==> src/rtl/slot_pulser_pkg.sv <==
// slot_pulser_pkg: shared widths, FSM state encoding and burst-phase helpers
// for the slot_pulser time-slot sequencer.
//   TS_W   : width of slot period and hush counters
//   PH_W   : width of hit/gnd phase lengths
//   CNT_W  : width of the pulse pair count
//   TS_MIN : smallest slot period the timer will run
// Optional build macro: SLOT_PULSER_DEADTIME_EN adds the ST_DEAD state.
package slot_pulser_pkg;

    localparam int TS_W  = 16;
    localparam int PH_W  = 8;
    localparam int CNT_W = 4;

    localparam logic [TS_W-1:0]  TS_MIN  = 16'd2;
    localparam logic [TS_W-1:0]  LEN_ONE = 16'd1;
    localparam logic [CNT_W-1:0] CNT_ONE = 4'd1;

    typedef enum logic [2:0] {
        ST_IDLE   = 3'd0,
        ST_HIT    = 3'd1,
        ST_GND    = 3'd2,
        ST_HUSH   = 3'd3,
        ST_LISTEN = 3'd4
`ifdef SLOT_PULSER_DEADTIME_EN
        , ST_DEAD = 3'd5
`endif
    } state_t;

    // Where the burst goes next when a phase is entered: target state,
    // its length in ticks, which drive line is active and the ADC strobe.
    typedef struct packed {
        state_t          st;
        logic [TS_W-1:0] len;
        logic            drv_p;
        logic            drv_n;
        logic            adc;
    } entry_t;

    function automatic logic [TS_W-1:0] clamp_period(input logic [TS_W-1:0] t);
        return (t < TS_MIN) ? TS_MIN : t;
    endfunction

    function automatic logic is_busy(input state_t s);
        logic b;
        case (s)
            ST_HIT, ST_GND, ST_HUSH: b = 1'b1;
`ifdef SLOT_PULSER_DEADTIME_EN
            ST_DEAD:                 b = 1'b1;
`endif
            default:                 b = 1'b0;
        endcase
        return b;
    endfunction

    function automatic entry_t idle_entry();
        entry_t e;
        e.st    = ST_IDLE;
        e.len   = {TS_W{1'b0}};
        e.drv_p = 1'b0;
        e.drv_n = 1'b0;
        e.adc   = 1'b0;
        return e;
    endfunction

    // Zero hush collapses straight into LISTEN with the ADC strobe.
    function automatic entry_t hush_entry(input logic [TS_W-1:0] hush);
        entry_t e;
        e = idle_entry();
        if (hush != {TS_W{1'b0}}) begin
            e.st  = ST_HUSH;
            e.len = hush;
        end else begin
            e.st  = ST_LISTEN;
            e.adc = 1'b1;
        end
        return e;
    endfunction

    // Start of a hit/gnd pair; zero-length phases are skipped entirely.
    function automatic entry_t pair_entry(input logic [PH_W-1:0] hit,
                                          input logic [PH_W-1:0] gnd,
                                          input logic [TS_W-1:0] hush);
        entry_t e;
        e = idle_entry();
        if (hit != {PH_W{1'b0}}) begin
            e.st    = ST_HIT;
            e.len   = {{(TS_W-PH_W){1'b0}}, hit};
            e.drv_p = 1'b1;
        end else if (gnd != {PH_W{1'b0}}) begin
            e.st    = ST_GND;
            e.len   = {{(TS_W-PH_W){1'b0}}, gnd};
            e.drv_n = 1'b1;
        end else begin
            e = hush_entry(hush);
        end
        return e;
    endfunction

    // Gnd half of the current pair; with gnd=0 the pair is already complete.
    function automatic entry_t gnd_entry(input logic [PH_W-1:0] hit,
                                         input logic [PH_W-1:0] gnd,
                                         input logic [TS_W-1:0] hush,
                                         input logic            more);
        entry_t e;
        e = idle_entry();
        if (gnd != {PH_W{1'b0}}) begin
            e.st    = ST_GND;
            e.len   = {{(TS_W-PH_W){1'b0}}, gnd};
            e.drv_n = 1'b1;
        end else if (more) begin
            e = pair_entry(hit, gnd, hush);
        end else begin
            e = hush_entry(hush);
        end
        return e;
    endfunction

endpackage

==> src/rtl/slot_pulser_slot_timer.sv <==
// slot_timer: slot period counter and slot index sequencer.
//   clk, rst            : clock, synchronous active-high reset
//   i_enable            : run enable; low holds the counter at 0 and o_slot
//   i_ts_time_0..3      : per-slot periods in ticks (clamped to TS_MIN)
//   o_slot              : current slot index (registered)
//   o_slot_start        : registered strobe in cycle 0 of each slot
//   o_slot_last         : combinational flag, current cycle is the slot's last
module slot_timer
    import slot_pulser_pkg::*;
(
    input  logic            clk,
    input  logic            rst,
    input  logic            i_enable,
    input  logic [TS_W-1:0] i_ts_time_0,
    input  logic [TS_W-1:0] i_ts_time_1,
    input  logic [TS_W-1:0] i_ts_time_2,
    input  logic [TS_W-1:0] i_ts_time_3,
    output logic [1:0]      o_slot,
    output logic            o_slot_start,
    output logic            o_slot_last
);

    logic [TS_W-1:0] cnt_r;
    logic [TS_W-1:0] period_r;
    logic [TS_W-1:0] ts_sel_s;
    logic [1:0]      slot_r;
    logic            start_r;
    logic            run_r;

    // Period input belonging to the slot currently presented on o_slot
    always_comb begin
        ts_sel_s = i_ts_time_0;
        case (slot_r)
            2'd0:    ts_sel_s = i_ts_time_0;
            2'd1:    ts_sel_s = i_ts_time_1;
            2'd2:    ts_sel_s = i_ts_time_2;
            default: ts_sel_s = i_ts_time_3;
        endcase
    end

    // Cycle 0 is never the last one because the period is at least TS_MIN,
    // so the stale period_r seen during cycle 0 cannot end the slot early.
    assign o_slot_last = run_r & ~start_r & (cnt_r == (period_r - LEN_ONE));

    // Tick counter, slot advance and cycle-0 strobe
    always_ff @(posedge clk) begin
        if (rst) begin
            cnt_r   <= {TS_W{1'b0}};
            slot_r  <= 2'd0;
            start_r <= 1'b0;
            run_r   <= 1'b0;
        end else if (!i_enable) begin
            cnt_r   <= {TS_W{1'b0}};
            start_r <= 1'b0;
            run_r   <= 1'b0;
        end else if (!run_r) begin
            run_r   <= 1'b1;
            cnt_r   <= {TS_W{1'b0}};
            start_r <= 1'b1;
        end else if (o_slot_last) begin
            cnt_r   <= {TS_W{1'b0}};
            slot_r  <= slot_r + 2'd1;
            start_r <= 1'b1;
        end else begin
            cnt_r   <= cnt_r + LEN_ONE;
            start_r <= 1'b0;
        end
    end

    // Period of the running slot, captured in its cycle 0
    always_ff @(posedge clk) begin
        if (rst) begin
            period_r <= TS_MIN;
        end else if (start_r) begin
            period_r <= clamp_period(ts_sel_s);
        end else begin
            period_r <= period_r;
        end
    end

    assign o_slot       = slot_r;
    assign o_slot_start = start_r;

endmodule

==> src/rtl/slot_pulser.sv <==
// slot_pulser: time-slot sequencer and pulse-burst generator for one probe bank.
// Each slot: hit/gnd drive pairs on the masked lines, a hush blanking period,
// then a one-cycle ADC start strobe; the burst is aborted if the slot ends first.
// Ports:
//   clk, rst                 : clock, synchronous active-high reset
//   i_enable                 : run enable
//   i_ts_time_0..3           : slot periods in ticks
//   i_pulse_mask/hit/gnd/count/hush : current slot's burst parameters
//   o_slot, o_slot_start     : slot index and cycle-0 strobe
//   o_pulse_p, o_pulse_n     : hit-phase / gnd-phase drives
//   o_adc_start, o_overrun   : acquisition strobe, aborted-burst strobe
//   o_busy                   : high while a burst is in progress
// Build option: define SLOT_PULSER_DEADTIME_EN to insert one dead cycle at
// every HIT->GND and GND->HIT transition.
module slot_pulser
    import slot_pulser_pkg::*;
(
    input  logic             clk,
    input  logic             rst,
    input  logic             i_enable,
    output logic [1:0]       o_slot,
    input  logic [TS_W-1:0]  i_ts_time_0,
    input  logic [TS_W-1:0]  i_ts_time_1,
    input  logic [TS_W-1:0]  i_ts_time_2,
    input  logic [TS_W-1:0]  i_ts_time_3,
    input  logic [3:0]       i_pulse_mask,
    input  logic [PH_W-1:0]  i_pulse_hit,
    input  logic [PH_W-1:0]  i_pulse_gnd,
    input  logic [CNT_W-1:0] i_pulse_count,
    input  logic [TS_W-1:0]  i_pulse_hush,
    output logic [3:0]       o_pulse_p,
    output logic [3:0]       o_pulse_n,
    output logic             o_slot_start,
    output logic             o_adc_start,
    output logic             o_overrun,
    output logic             o_busy
);

    logic             slot_start_s;
    logic             slot_last_s;

    state_t           state_r;
    logic [TS_W-1:0]  ph_r;
    logic [CNT_W-1:0] pairs_r;
    logic [3:0]       mask_r;
    logic [PH_W-1:0]  hit_r;
    logic [PH_W-1:0]  gnd_r;
    logic [CNT_W-1:0] count_r;
    logic [TS_W-1:0]  hush_r;
    logic [3:0]       p_r;
    logic [3:0]       n_r;
    logic             adc_r;
    logic             ovr_r;
`ifdef SLOT_PULSER_DEADTIME_EN
    logic             dead_to_gnd_r;
    logic             dead_needed_s;
`endif

    logic [3:0]       eff_mask_s;
    logic [PH_W-1:0]  eff_hit_s;
    logic [PH_W-1:0]  eff_gnd_s;
    logic [CNT_W-1:0] eff_count_s;
    logic [TS_W-1:0]  eff_hush_s;
    logic             more_s;
    logic             pair_done_s;
    entry_t           sel_e_s;

    slot_timer u_timer (
        .clk          (clk),
        .rst          (rst),
        .i_enable     (i_enable),
        .i_ts_time_0  (i_ts_time_0),
        .i_ts_time_1  (i_ts_time_1),
        .i_ts_time_2  (i_ts_time_2),
        .i_ts_time_3  (i_ts_time_3),
        .o_slot       (o_slot),
        .o_slot_start (slot_start_s),
        .o_slot_last  (slot_last_s)
    );

    // In cycle 0 the parameter block already reflects the new slot, so the
    // first phase decision uses the live inputs; later cycles use the latches.
    assign eff_mask_s  = slot_start_s ? i_pulse_mask  : mask_r;
    assign eff_hit_s   = slot_start_s ? i_pulse_hit   : hit_r;
    assign eff_gnd_s   = slot_start_s ? i_pulse_gnd   : gnd_r;
    assign eff_count_s = slot_start_s ? i_pulse_count : count_r;
    assign eff_hush_s  = slot_start_s ? i_pulse_hush  : hush_r;

    // pairs_r counts the current pair too, so "more" means another pair follows
    assign more_s = (pairs_r > CNT_ONE);

    // Phase that follows the one ending in the current state
    always_comb begin
        sel_e_s = idle_entry();
        case (state_r)
            ST_IDLE: begin
                if (eff_count_s == {CNT_W{1'b0}}) begin
                    sel_e_s = hush_entry(eff_hush_s);
                end else begin
                    sel_e_s = pair_entry(eff_hit_s, eff_gnd_s, eff_hush_s);
                end
            end
            ST_HIT:  sel_e_s = gnd_entry(eff_hit_s, eff_gnd_s, eff_hush_s, more_s);
            ST_GND: begin
                if (more_s) begin
                    sel_e_s = pair_entry(eff_hit_s, eff_gnd_s, eff_hush_s);
                end else begin
                    sel_e_s = hush_entry(eff_hush_s);
                end
            end
            ST_HUSH: sel_e_s = hush_entry({TS_W{1'b0}});
`ifdef SLOT_PULSER_DEADTIME_EN
            ST_DEAD: begin
                if (dead_to_gnd_r) begin
                    sel_e_s = gnd_entry(eff_hit_s, eff_gnd_s, eff_hush_s, more_s);
                end else begin
                    sel_e_s = pair_entry(eff_hit_s, eff_gnd_s, eff_hush_s);
                end
            end
`endif
            default: sel_e_s = idle_entry();
        endcase
    end

    // A pair completes at the end of GND, or at the end of HIT when gnd=0
    assign pair_done_s = (state_r == ST_GND) |
                         ((state_r == ST_HIT) & (sel_e_s.st != ST_GND));

`ifdef SLOT_PULSER_DEADTIME_EN
    assign dead_needed_s = ((state_r == ST_HIT) & (sel_e_s.st == ST_GND)) |
                           ((state_r == ST_GND) & (sel_e_s.st == ST_HIT));
`endif

    // Burst FSM with registered drive, ADC and overrun outputs
    always_ff @(posedge clk) begin
        if (rst) begin
            state_r <= ST_IDLE;
            ph_r    <= {TS_W{1'b0}};
            pairs_r <= {CNT_W{1'b0}};
            mask_r  <= 4'b0000;
            hit_r   <= {PH_W{1'b0}};
            gnd_r   <= {PH_W{1'b0}};
            count_r <= {CNT_W{1'b0}};
            hush_r  <= {TS_W{1'b0}};
            p_r     <= 4'b0000;
            n_r     <= 4'b0000;
            adc_r   <= 1'b0;
            ovr_r   <= 1'b0;
`ifdef SLOT_PULSER_DEADTIME_EN
            dead_to_gnd_r <= 1'b0;
`endif
        end else if (!i_enable) begin
            state_r <= ST_IDLE;
            p_r     <= 4'b0000;
            n_r     <= 4'b0000;
            adc_r   <= 1'b0;
            ovr_r   <= 1'b0;
        end else if (slot_last_s) begin
            // Slot ends: anything short of LISTEN is an aborted burst
            state_r <= ST_IDLE;
            p_r     <= 4'b0000;
            n_r     <= 4'b0000;
            adc_r   <= 1'b0;
            ovr_r   <= is_busy(state_r);
        end else begin
            adc_r <= 1'b0;
            ovr_r <= 1'b0;
            case (state_r)
                ST_IDLE: begin
                    if (slot_start_s) begin
                        mask_r  <= i_pulse_mask;
                        hit_r   <= i_pulse_hit;
                        gnd_r   <= i_pulse_gnd;
                        count_r <= i_pulse_count;
                        hush_r  <= i_pulse_hush;
                        pairs_r <= i_pulse_count;
                        state_r <= sel_e_s.st;
                        ph_r    <= sel_e_s.len;
                        p_r     <= sel_e_s.drv_p ? eff_mask_s : 4'b0000;
                        n_r     <= sel_e_s.drv_n ? eff_mask_s : 4'b0000;
                        adc_r   <= sel_e_s.adc;
                    end else begin
                        p_r <= 4'b0000;
                        n_r <= 4'b0000;
                    end
                end
                ST_HIT, ST_GND, ST_HUSH: begin
                    if (ph_r > LEN_ONE) begin
                        ph_r <= ph_r - LEN_ONE;
                    end else begin
                        if (pair_done_s) begin
                            pairs_r <= pairs_r - CNT_ONE;
                        end
`ifdef SLOT_PULSER_DEADTIME_EN
                        if (dead_needed_s) begin
                            state_r       <= ST_DEAD;
                            dead_to_gnd_r <= (state_r == ST_HIT);
                            p_r           <= 4'b0000;
                            n_r           <= 4'b0000;
                        end else
`endif
                        begin
                            state_r <= sel_e_s.st;
                            ph_r    <= sel_e_s.len;
                            p_r     <= sel_e_s.drv_p ? eff_mask_s : 4'b0000;
                            n_r     <= sel_e_s.drv_n ? eff_mask_s : 4'b0000;
                            adc_r   <= sel_e_s.adc;
                        end
                    end
                end
`ifdef SLOT_PULSER_DEADTIME_EN
                ST_DEAD: begin
                    state_r <= sel_e_s.st;
                    ph_r    <= sel_e_s.len;
                    p_r     <= sel_e_s.drv_p ? eff_mask_s : 4'b0000;
                    n_r     <= sel_e_s.drv_n ? eff_mask_s : 4'b0000;
                    adc_r   <= sel_e_s.adc;
                end
`endif
                ST_LISTEN: begin
                    p_r <= 4'b0000;
                    n_r <= 4'b0000;
                end
                default: begin
                    state_r <= ST_IDLE;
                    p_r     <= 4'b0000;
                    n_r     <= 4'b0000;
                end
            endcase
        end
    end

    assign o_slot_start = slot_start_s;
    assign o_pulse_p    = p_r;
    assign o_pulse_n    = n_r;
    assign o_adc_start  = adc_r;
    assign o_overrun    = ovr_r;
    assign o_busy       = is_busy(state_r);

endmodule

==> config.mk <==
export PLATFORM = sky130hd
export DESIGN_NAME = slot_pulser
export DESIGN_NICKNAME = d
export VERILOG_FILES = /design/src/rtl/slot_pulser_pkg.sv /design/src/rtl/slot_pulser_slot_timer.sv /design/src/rtl/slot_pulser.sv
export SDC_FILE = /design/constraint.sdc
export NUM_CORES = 1
export LEC_CHECK = 0
export BUFFER_PORTS_ARGS = -buffer_cell sky130_fd_sc_hd__buf_2
export CORE_MARGIN = 3
export CORE_UTILIZATION = 44
export DETAILED_ROUTE_END_ITERATION = 7
export GPL_ROUTABILITY_DRIVEN = 0
export HOLD_SLACK_MARGIN = 0.03
export PLACE_DENSITY_LB_ADDON = 0.15
export REMOVE_ABC_BUFFERS = 1
export SLEW_MARGIN = 10
export SYNTH_ARGS = -nofsm -noshare
export SYNTH_HDL_FRONTEND = slang
export SYNTH_SLANG_ARGS = --single-unit
==> constraint.sdc <==
create_clock -name clk -period 3.7 [get_ports clk]
set_input_delay 0.74 -clock clk [delete_from_list [all_inputs] [get_ports clk]]
set_output_delay 0.74 -clock clk [all_outputs]
set_load 0.1 [all_outputs]
Word level (Yosys, flattened, before mapping)
Index checks and enable logic that the tools add are counted.
{"block": "classes", "n_addsub": 5, "mul": 0, "n_div": 0, "order_cmp": 3, "n_eq_ne": 11, "shift": 0, "muxes": 50, "n_bitwise": 9, "n_reduce_logical": 17}
{"op": "$pmux W22 S4", "count": 1}
{"op": "$mux W16", "count": 5}
{"op": "$mux W22", "count": 3}
{"op": "$pmux W16 S3", "count": 1}
{"op": "$mux W4", "count": 11}
{"op": "$mux W20", "count": 2}
{"op": "$mux W19", "count": 2}
{"op": "$pmux W16 S2", "count": 1}
{"op": "$sub A16 B1 Y16 const B", "count": 2}
{"op": "$pmux W4 S2", "count": 3}
{"op": "$add A16 B1 Y16 const B", "count": 1}
{"op": "$eq A16 B16 Y1", "count": 1}
{"op": "$gt A16 B1 Y1 const B", "count": 1}
{"op": "$lt A16 B2 Y1 const B", "count": 1}
{"op": "$mux W8", "count": 2}
{"op": "$reduce_bool A16 Y1", "count": 1}
{"op": "$reduce_bool A8 Y1", "count": 2}
{"op": "$mux W1", "count": 13}
{"op": "$mux W3", "count": 3}
{"op": "$pmux W3 S3", "count": 1}
{"op": "$reduce_and A3 Y1", "count": 3}
{"op": "$reduce_or A3 Y1", "count": 3}
{"op": "$eq A3 B2 Y1 const B", "count": 2}
{"op": "$reduce_and A6 Y1", "count": 1}
{"op": "22 further kinds", "count": 29}
{"block": "totals", "regBits": 109, "latchBits": 0, "ram_bits": 0, "rom_bits": 0, "in_bits": 107, "output_inout_bits": 14, "mem_count": 0}

Longest topological paths before layout
Gate-level depths: netlist of run 1.
{"block": "depth", "depth_word": 13, "depth_mapped": 13, "ltp_nobuf": 10}

Modules after synthesis
From an unflattened synthesis of run 1, not the netlist that was laid out.
{"block": "hier_totals", "hier_cells": 889, "hier_area_um2": 6922.9}
{"module": "slot_pulser", "n_inst": 1, "cells_each": 578, "area_per_inst_um2": 4445.5, "seq_area_each_um2": 1461.4}
{"module": "slot_timer", "n_inst": 1, "cells_each": 311, "area_per_inst_um2": 2477.4, "seq_area_each_um2": 720.7}

Worst setup path before layout of run 1
No wires, ideal clock.
{"block": "synth_timing", "path_kind": "reg2reg", "from": "register u_timer.start_r (netlist: u_timer.o_slot_start)", "to": "register n_r[3] (netlist: o_pulse_n[3])", "setup_ns": 0.068, "t_arrival_ns": 3.499, "required_time_ns": 3.632, "setup_slack_ns": 0.133, "path_stages_with_launch": 10, "cell_sequence": "dfxtp_1 > buf_2 > mux2i_1 > nand4_1 > nor4_1 > o22ai_1 > a22o_1 > a211oi_1 > a22oi_1 > nor2_1"}
{"block": "synth_via", "elab_chain_cells": 9, "word_cells_on_any_way": 21}
{"item": "from (decl)", "line_no": "slot_pulser_slot_timer.sv:27", "rtl": "logic start_r;"}
{"item": "from (signal assigned)", "line_no": "slot_pulser_slot_timer.sv:50", "rtl": "start_r <= 1'b0;"}
{"item": "from (signal assigned)", "line_no": "slot_pulser_slot_timer.sv:54", "rtl": "start_r <= 1'b0;"}
{"item": "from (signal assigned)", "line_no": "slot_pulser_slot_timer.sv:59", "rtl": "start_r <= 1'b1;"}
{"item": "$mux W8"}
{"item": "$reduce_bool A8 Y1", "line_no": "slot_pulser_pkg.sv:89, slot_pulser_pkg.sv:106"}
{"item": "$mux W1", "line_no": "slot_pulser_pkg.sv:89", "rtl": "end else if (gnd != {PH_W{1'b0}}) begin"}
{"item": "$mux W2", "line_no": "slot_pulser_pkg.sv:85", "rtl": "if (hit != {PH_W{1'b0}}) begin"}
{"item": "$mux W22, on equally long branches", "line_no": "slot_pulser.sv:105, slot_pulser.sv:97"}
{"item": "$pmux W22 S4", "line_no": "slot_pulser.sv:95", "rtl": "case (state_r)"}
{"item": "$mux W4", "line_no": "slot_pulser.sv:180, slot_pulser.sv:206"}
{"item": "$mux W4, on equally long branches", "line_no": "slot_pulser.sv:188, slot_pulser.sv:170"}
{"item": "$pmux W4 S2", "line_no": "slot_pulser.sv:168", "rtl": "case (state_r)"}
{"item": "to (signal assigned)", "line_no": "slot_pulser.sv:180", "rtl": "n_r <= sel_e_s.drv_n ? eff_mask_s : 4'b0000;"}
{"item": "to (signal assigned)", "line_no": "slot_pulser.sv:206", "rtl": "n_r <= sel_e_s.drv_n ? eff_mask_s : 4'b0000;"}
{"item": "to (decl)", "line_no": "slot_pulser.sv:51", "rtl": "logic [3:0] n_r;"}
Parallel ways exist; a longest one is shown, timed or not. The select of a mux whose other input is x is not followed.
A chain may end at the register's enable or synchronous reset.

Final worst setup path of run 1
{"block": "layout_timing", "from": "register u_timer.period_r[0]", "to": "register hit_r[1]"}
{"block": "layout_via", "elab_chain_cells": 5}
{"item": "from (decl)", "line_no": "slot_pulser_slot_timer.sv:24", "rtl": "logic [TS_W-1:0] period_r;"}
{"item": "from (signal assigned)", "line_no": "slot_pulser_slot_timer.sv:75", "rtl": "period_r <= clamp_period(ts_sel_s);"}
{"item": "from (signal assigned)", "line_no": "slot_pulser_slot_timer.sv:77", "rtl": "period_r <= period_r;"}
{"item": "$sub A16 B1 Y16", "line_no": "slot_pulser_slot_timer.sv:43", "rtl": "assign o_slot_last = run_r & ~start_r & (cnt_r == (period_r - LEN_ONE));"}
{"item": "$eq A16 B16 Y1", "line_no": "slot_pulser_slot_timer.sv:43"}
{"item": "$and A1 B1 Y1", "line_no": "slot_pulser_slot_timer.sv:43"}
{"item": "$not A1 Y1 (no source line)"}
{"item": "$reduce_and A3 Y1 (no source line)"}
{"item": "to (signal assigned)", "line_no": "slot_pulser.sv:141", "rtl": "hit_r <= {PH_W{1'b0}};"}
{"item": "to (signal assigned)", "line_no": "slot_pulser.sv:172", "rtl": "hit_r <= i_pulse_hit;"}
{"item": "to (decl)", "line_no": "slot_pulser.sv:46", "rtl": "logic [PH_W-1:0] hit_r;"}
No other way between the ends.

==> impl_metrics.yaml, run 1 <==
logic_synthesis:
  ys_seq_area_frac: 0.305
  synth_area_per_cell_um2: 7.87
  syn_area_mm2: 0.00714
  yosys_warnings: 0
  ys_ff_latch: 109
  synth-edff-count: 0
  ys_types: 66
  ys_async_sr_fraction: 0
  postSynthCellCount: 908
  ys.flop_type: "dfxtp_1"
timing:
  worstMarginPinSlew_ps: 899
  grt_setup_unrepaired: "false"
  finalHoldViolCount: 0
  finalClockSkew_ps: 8.95
  min_period_over_period: 0.922
  finalSetupTns_ps: 0
  drv_slew: 0
  setup-violations-final: 0
  layout_setup_ws_ps: 288
  min_period_ps: 3410
  timing.fmax_ghz: 0.293
  maxSlewHeadroom: 0.401
final_layout:
  insertedDiodeCount: 0
  area.growth.synth_to_final_pct: 16.2
  nets: 1122
  layout_common_cells: "nor2_1, buf_2, dfxtp_1, mux2i_1, nand2_1"
  final_common_cell: "nor2_1"
  drive_gt1_frac: 0.187
global_routing:
  grt_pass1_wl_mm: 33.7
  grtUsageMet3: 0.0332
  busiest_layer: "met2"
  grtUsageTotal: 0.233
  grt_util_met1: 0.337
  grt_pass1_vias: 6369
  antenna_found_initial: 1
  use_met2: 0.367
  grt_max_degree: 56
  grt_overflow: 0
worst_setup_path:
  path_class: "flip-flop to flip-flop"
  worstPathRequired_ps: 3950
  cp-end-kind: "flip-flop"
  reg2reg_depth: 10
  cp-start-kind: "flip-flop"
  timing.rr.end: "hit_r[1]$_SDFFE_PP0P_"
  crit_fanout: 55
  r2r-start: "u_timer.period_r[0]$_SDFFE_PP0P_"
  ff2ff_setup_slack_ps: 290
  arrival_ps: 3660
die:
  ioPinCount: 121
  core-area_mm2: 0.0155
  die_h_um: 133
  dieWidth_um: 133
  rows: 45
  dieArea_mm2: 0.0178
  initial_core_util: 0.460
routing:
  vias: 7378
  wire_per_inst_um: 17.9
  ant_nets: 0
  finalWirelength_mm: 21.8
  drt_first_pass_iters: 5
  drc: 0
  via_per_inst: 6.04
  drtIter0Drc: 731
power:
  p_leak_nw: 3.19
  switching_share: 0.331
  pwr-share-seq: 0.401
  p_int_mw: 2.13
  vdd_ir_drop_max_mv: 0.275
  switchingPower_mw: 1.05
  p_per_area_mw_per_mm2: 384
  power_frac_comb: 0.266
  p_clk_frac: 0.333
clocking:
  cts_setup_buffers: 0
  clockBufferDepth: 2
  clk_latency_ps: 360
  cts_made_buffers: 9
  cts_tree: "built"
  clkSlewWorstSetupHoldPaths_ps: 80
  cts_hold_buffers: 0
  cts.sinks: 109
  htree_num_levels: 3
  cts-root-buf: "clkbuf_16"
worst_hold_path:
  hold_depth: 2
  whs_endpoint: "count_r[1]$_SDFFE_PP0P_"
  hold_path.class: "flip-flop to flip-flop"
  hold_path_startpoint: "count_r[1]$_SDFFE_PP0P_"
run_status:
  status: "finished, final reports clean"
placement:
  pre_cts_slack_ps: 303
  portBuffers: 120
  hpwlAfterDp_mm: 16.1
job:
  cap_violations: 0
==> layout make-up <==
type                            count  area, µm²
Clock inverter                      7       96.3
Clock buffer                        9        225
Fill cell                        1562       7240
Inverter                           33        124
Timing Repair Buffer              147        816
Multi-Input combinational cell    705       4590
Tap cell                          211        264
Sequential cell                   109       2190
==> what timing repair did <==
| item | CTS | global route |
|---|---|---|
| hold endpoints to repair | 0 | 0 |
| resized for setup | 0 | 1 |
| setup endpoints to repair | 0 | 2 |
==> power groups by stage <==
| stage | clock (mW) | sequential (mW) | combinational (mW) |
|---|---|---|---|
| after floorplan | 0 | 1.31 | 0.542 |
| after global placement | 0 | 1.30 | 0.831 |
| after detailed placement | 0 | 1.30 | 0.833 |
| after CTS | 1.08 | 1.28 | 0.837 |
| after global routing | 1.12 | 1.29 | 0.925 |
| final | 1.06 | 1.28 | 0.850 |
==> kinds of logic (layout without fill, tap and decap cells) <==
family          Yosys count  count (layout)  synth area share
fa+ha+maj                10              10            0.0175
compound gates          243             243             0.233
buf+inv                  94             196            0.0562
xor+xnor                 35              35            0.0429
flops                   109             109             0.305
simple gates            336             336             0.229
mux                      81              81             0.116
==> synthesized netlist by cell type (16+ instances only) <==
cell type	number	area, µm²
nor3_1	28	140
nand4_1	24	150
inv_1	33	124
mux2i_1	66	661
nor2_1	123	462
nand2_1	55	206
nand3_1	32	160
a211oi_1	25	188
a21oi_1	44	220
a22oi_1	17	128
nor4_1	22	138
xnor2_1	20	175
dfxtp_1	109	2180
a222oi_1	16	160
clkbuf_1	34	128
o21ai_0	37	185
==> state kept, by name, summed over array words and instances, names as in the netlist, 2 cells and up <==
| register | count |
|---|---|
| hush_r | 16 |
| ph_r | 16 |
| u_timer.cnt_r | 16 |
| u_timer.period_r | 16 |
| gnd_r | 8 |
| hit_r | 8 |
| count_r | 4 |
| mask_r | 4 |
| o_pulse_n | 4 |
| o_pulse_p | 4 |
| pairs_r | 4 |
| state_r | 3 |
| u_timer.o_slot | 2 |
==> worst max-delay path by stage <==
stage / from / end / slack (ps) / cells past startpoint
2_1_floorplan: u_timer.o_slot_start$_SDFF_PP0_ / count_r[3]$_SDFFE_PP0P_ / -4470 / 8
3_3_place_gp: u_timer.period_r[0]$_SDFFE_PP0P_ / count_r[3]$_SDFFE_PP0P_ / 330 / 10
3_5_place_dp: u_timer.period_r[0]$_SDFFE_PP0P_ / count_r[3]$_SDFFE_PP0P_ / 300 / 10
4_1_cts: u_timer.period_r[0]$_SDFFE_PP0P_ / hush_r[10]$_SDFFE_PP0P_ / 250 / 10
5_1_grt: u_timer.period_r[0]$_SDFFE_PP0P_ / hit_r[2]$_SDFFE_PP0P_ / 20 / 11
6_report: u_timer.period_r[0]$_SDFFE_PP0P_ / hit_r[1]$_SDFFE_PP0P_ / 290 / 10
==> worst max-delay path: stages (launching register included) <==
cell	delay [ps]
dfxtp_1	380
inv_1	80
ha_1	210
or4b_1	490
or3_1	410
o31ai_2	270
nand3_1	100
nor4b_1	520
a311oi_4	150
buf_4	350
a31o_2	320
==> layer usage <==
metal / vias up / share of wire
met1: 3433 / 0.47
met3: 22 / 0.077
li1: 3598 / -
met5: - / 0.00060
met4: 2 / 0.012
met2: 323 / 0.44
==> through the flow <==
step | cell area [µm²] | hold slack [ps] | instances | utilization | total power [mW]
final | 8300 | 452 | 1221 | 0.534 | 3.19
after global routing | 8300 | 477 | 1221 | 0.534 | 3.33
after CTS | 8300 | 453 | 1221 | 0.534 | 3.20
after detailed placement | 7980 | 440 | 1205 | 0.513 | 2.14
after global placement | 7980 | 436 | 1205 | 0.513 | 2.14
after floorplan | 6870 | 423 | 847 | - | 1.85
Note: power is estimated with default switching activity, not from simulation.
==> inputs of run 2 (changes only) <==
--- a/config.mk
+++ b/config.mk
@@ -12,6 +12,7 @@
 export GPL_ROUTABILITY_DRIVEN = 0
 export HOLD_SLACK_MARGIN = 0.03
 export PLACE_DENSITY_LB_ADDON = 0.15
+export RECOVER_POWER = 100
 export REMOVE_ABC_BUFFERS = 1
 export SLEW_MARGIN = 10
 export SYNTH_ARGS = -nofsm -noshare
==> impl_metrics.yaml, run 2 (synthesis gave the netlist of run 1 again) <==
worst_setup_path:
  cpPeakStageDelay_ps: 520
  crit_fanout: 55
  worstPathRequired_ps: 4000
  arrival_ps: 3720
  cp-end-kind: "flip-flop"
  crit_buf_inv: 2
  cp_top_family: "simple AND/OR/NAND/NOR gates"
  path_cells: "inv_1 > ha_1 > or4b_1 > or3_1 > o31ai_2 > nand3_1 > nor4b_1 > a311oi_4 > buf_4 > nor3b_1 > a31o_2"
  cp_slowest_cell: "nor4b_1"
  path_class: "flip-flop to flip-flop"
  cp-start-kind: "flip-flop"
final_layout:
  insertedDiodeCount: 0
  layout_common_cells: "nor2_1, dfxtp_1, buf_2, mux2i_1, nand2_1"
  area.growth.synth_to_final_pct: 15.6
  postLayoutCellArea_mm2: 0.00826
  drive_gt1_frac: 0.173
  fillerInstances: 1564
  final_common_cell: "nor2_1"
  seq_area_mm2: 0.00219
  multiInputGateArea_mm2: 0.00459
  nets: 1122
clocking:
  htree_num_levels: 3
  cts_made_buffers: 9
  cts_setup_buffers: 0
  cts-root-buf: "clkbuf_16"
  cts_tree: "built"
  clkSlewWorstSetupHoldPaths_ps: 70
  clk_latency_ps: 360
  cts.sinks: 109
  clockBufferDepth: 2
timing:
  hold_ws_ps: 461
  min_period_over_period: 0.923
  timing.fmax_ghz: 0.293
  finalClockSkew_ps: 6.67
  maxSlewHeadroom: 0.225
  drv_slew: 0
  worstMarginPinSlew_ps: 1170
  finalHoldViolCount: 0
  min_period_ps: 3420
  grt_setup_unrepaired: "false"
  layout_setup_ws_ps: 284
  setup-violations-final: 0
routing:
  via_per_inst: 6.00
  finalWirelength_mm: 21.8
  wire_per_inst_um: 17.9
  drc: 0
  ant_nets: 0
  drt_first_pass_iters: 6
  drtIter0Drc: 741
  vias: 7330
global_routing:
  grt_pass1_wl_mm: 33.7
  grt_pass1_vias: 6369
  grtUsageTotal: 0.233
  grt_overflow: 0
  grt_max_degree: 56
  antenna_found_initial: 1
die:
  dieWidth_um: 133
  dieArea_mm2: 0.0178
  rows: 45
  die_h_um: 133
  initial_core_util: 0.460
  core-area_mm2: 0.0155
  ioPinCount: 121
run_status:
  status: "finished, final reports clean"
power:
  vdd_ir_drop_max_mv: 0.276
  p_leak_nw: 3.12
  p_per_area_mw_per_mm2: 386
  power_mw: 3.19
placement:
  portBuffers: 120
  pre_cts_slack_ps: 303
  hpwlAfterDp_mm: 16.1
  place_area_mm2: 0.00798
job:
  cap_violations: 0
worst_hold_path:
  hold_path.class: "flip-flop to flip-flop"
==> run 2: changes by cell type in the layout (fill, tap and decap cells not counted), moves of 2 or more <==
cell	before	now
buf_2	120	106
buf_4	26	24
clkbuf_1	0	14
clkbuf_2	0	3
o21ai_0	37	47
o21ai_1	12	2
==> run 2: area by class of cell <==
type	instances	share of cell area
multi-input cells	705	0.555
flip-flops and latches	109	0.265
repair buffers	147	0.0942
well taps	211	0.0320
clock buffers	9	0.0273
inverters	33	0.0150
clock inverters	7	0.0117
==> run 2: stage by stage <==
stage	cells	util	setup TNS, ps
2_1_floorplan	847	-	-234350
3_3_place_gp	1205	0.513	0
3_5_place_dp	1205	0.513	0
4_1_cts	1221	0.534	0
5_1_grt	1221	0.532	0
6_report	1221	0.532	0
==> run 2: tightest hold or removal path: stages (launching register included) <==
cell and delay, ps:
dfxtp_1 310, nand2_1 50, mux2i_1 50
==> run 2: final timing paths <==
path | from | endpoint | slack (ps) | cells past startpoint
hold / removal | count_r[3]$_SDFFE_PP0P_ | count_r[3]$_SDFFE_PP0P_ | 460 | 2
setup reg to reg | u_timer.period_r[0]$_SDFFE_PP0P_ | hit_r[1]$_SDFFE_PP0P_ | 280 | 11
hold reg to reg | count_r[3]$_SDFFE_PP0P_ | count_r[3]$_SDFFE_PP0P_ | 460 | 2
setup / recovery | u_timer.period_r[0]$_SDFFE_PP0P_ | hit_r[1]$_SDFFE_PP0P_ | 280 | 11
==> run 2: routing by layer <==
| metal | routed length [µm] | part of all wire | track usage |
|---|---|---|---|
| met2 | 9580 | 0.44 | 0.367 |
| met5 | 0 | 0 | 0 |
| met3 | 1750 | 0.080 | 0.0332 |
| met4 | 260 | 0.012 | 0.0600 |
| met1 | 10200 | 0.47 | 0.337 |
==> run 2: repair_timing <==
action	CTS	global route
resized for setup	0	1
setup endpoints to repair	0	2
hold buffers	0	0
==> run 2: report_power, final <==
part,internal (mW),switching [mW]
clock network,0.597,0.466
logic,0.314,0.535
registers,1.22,0.0563
total,2.13,1.06
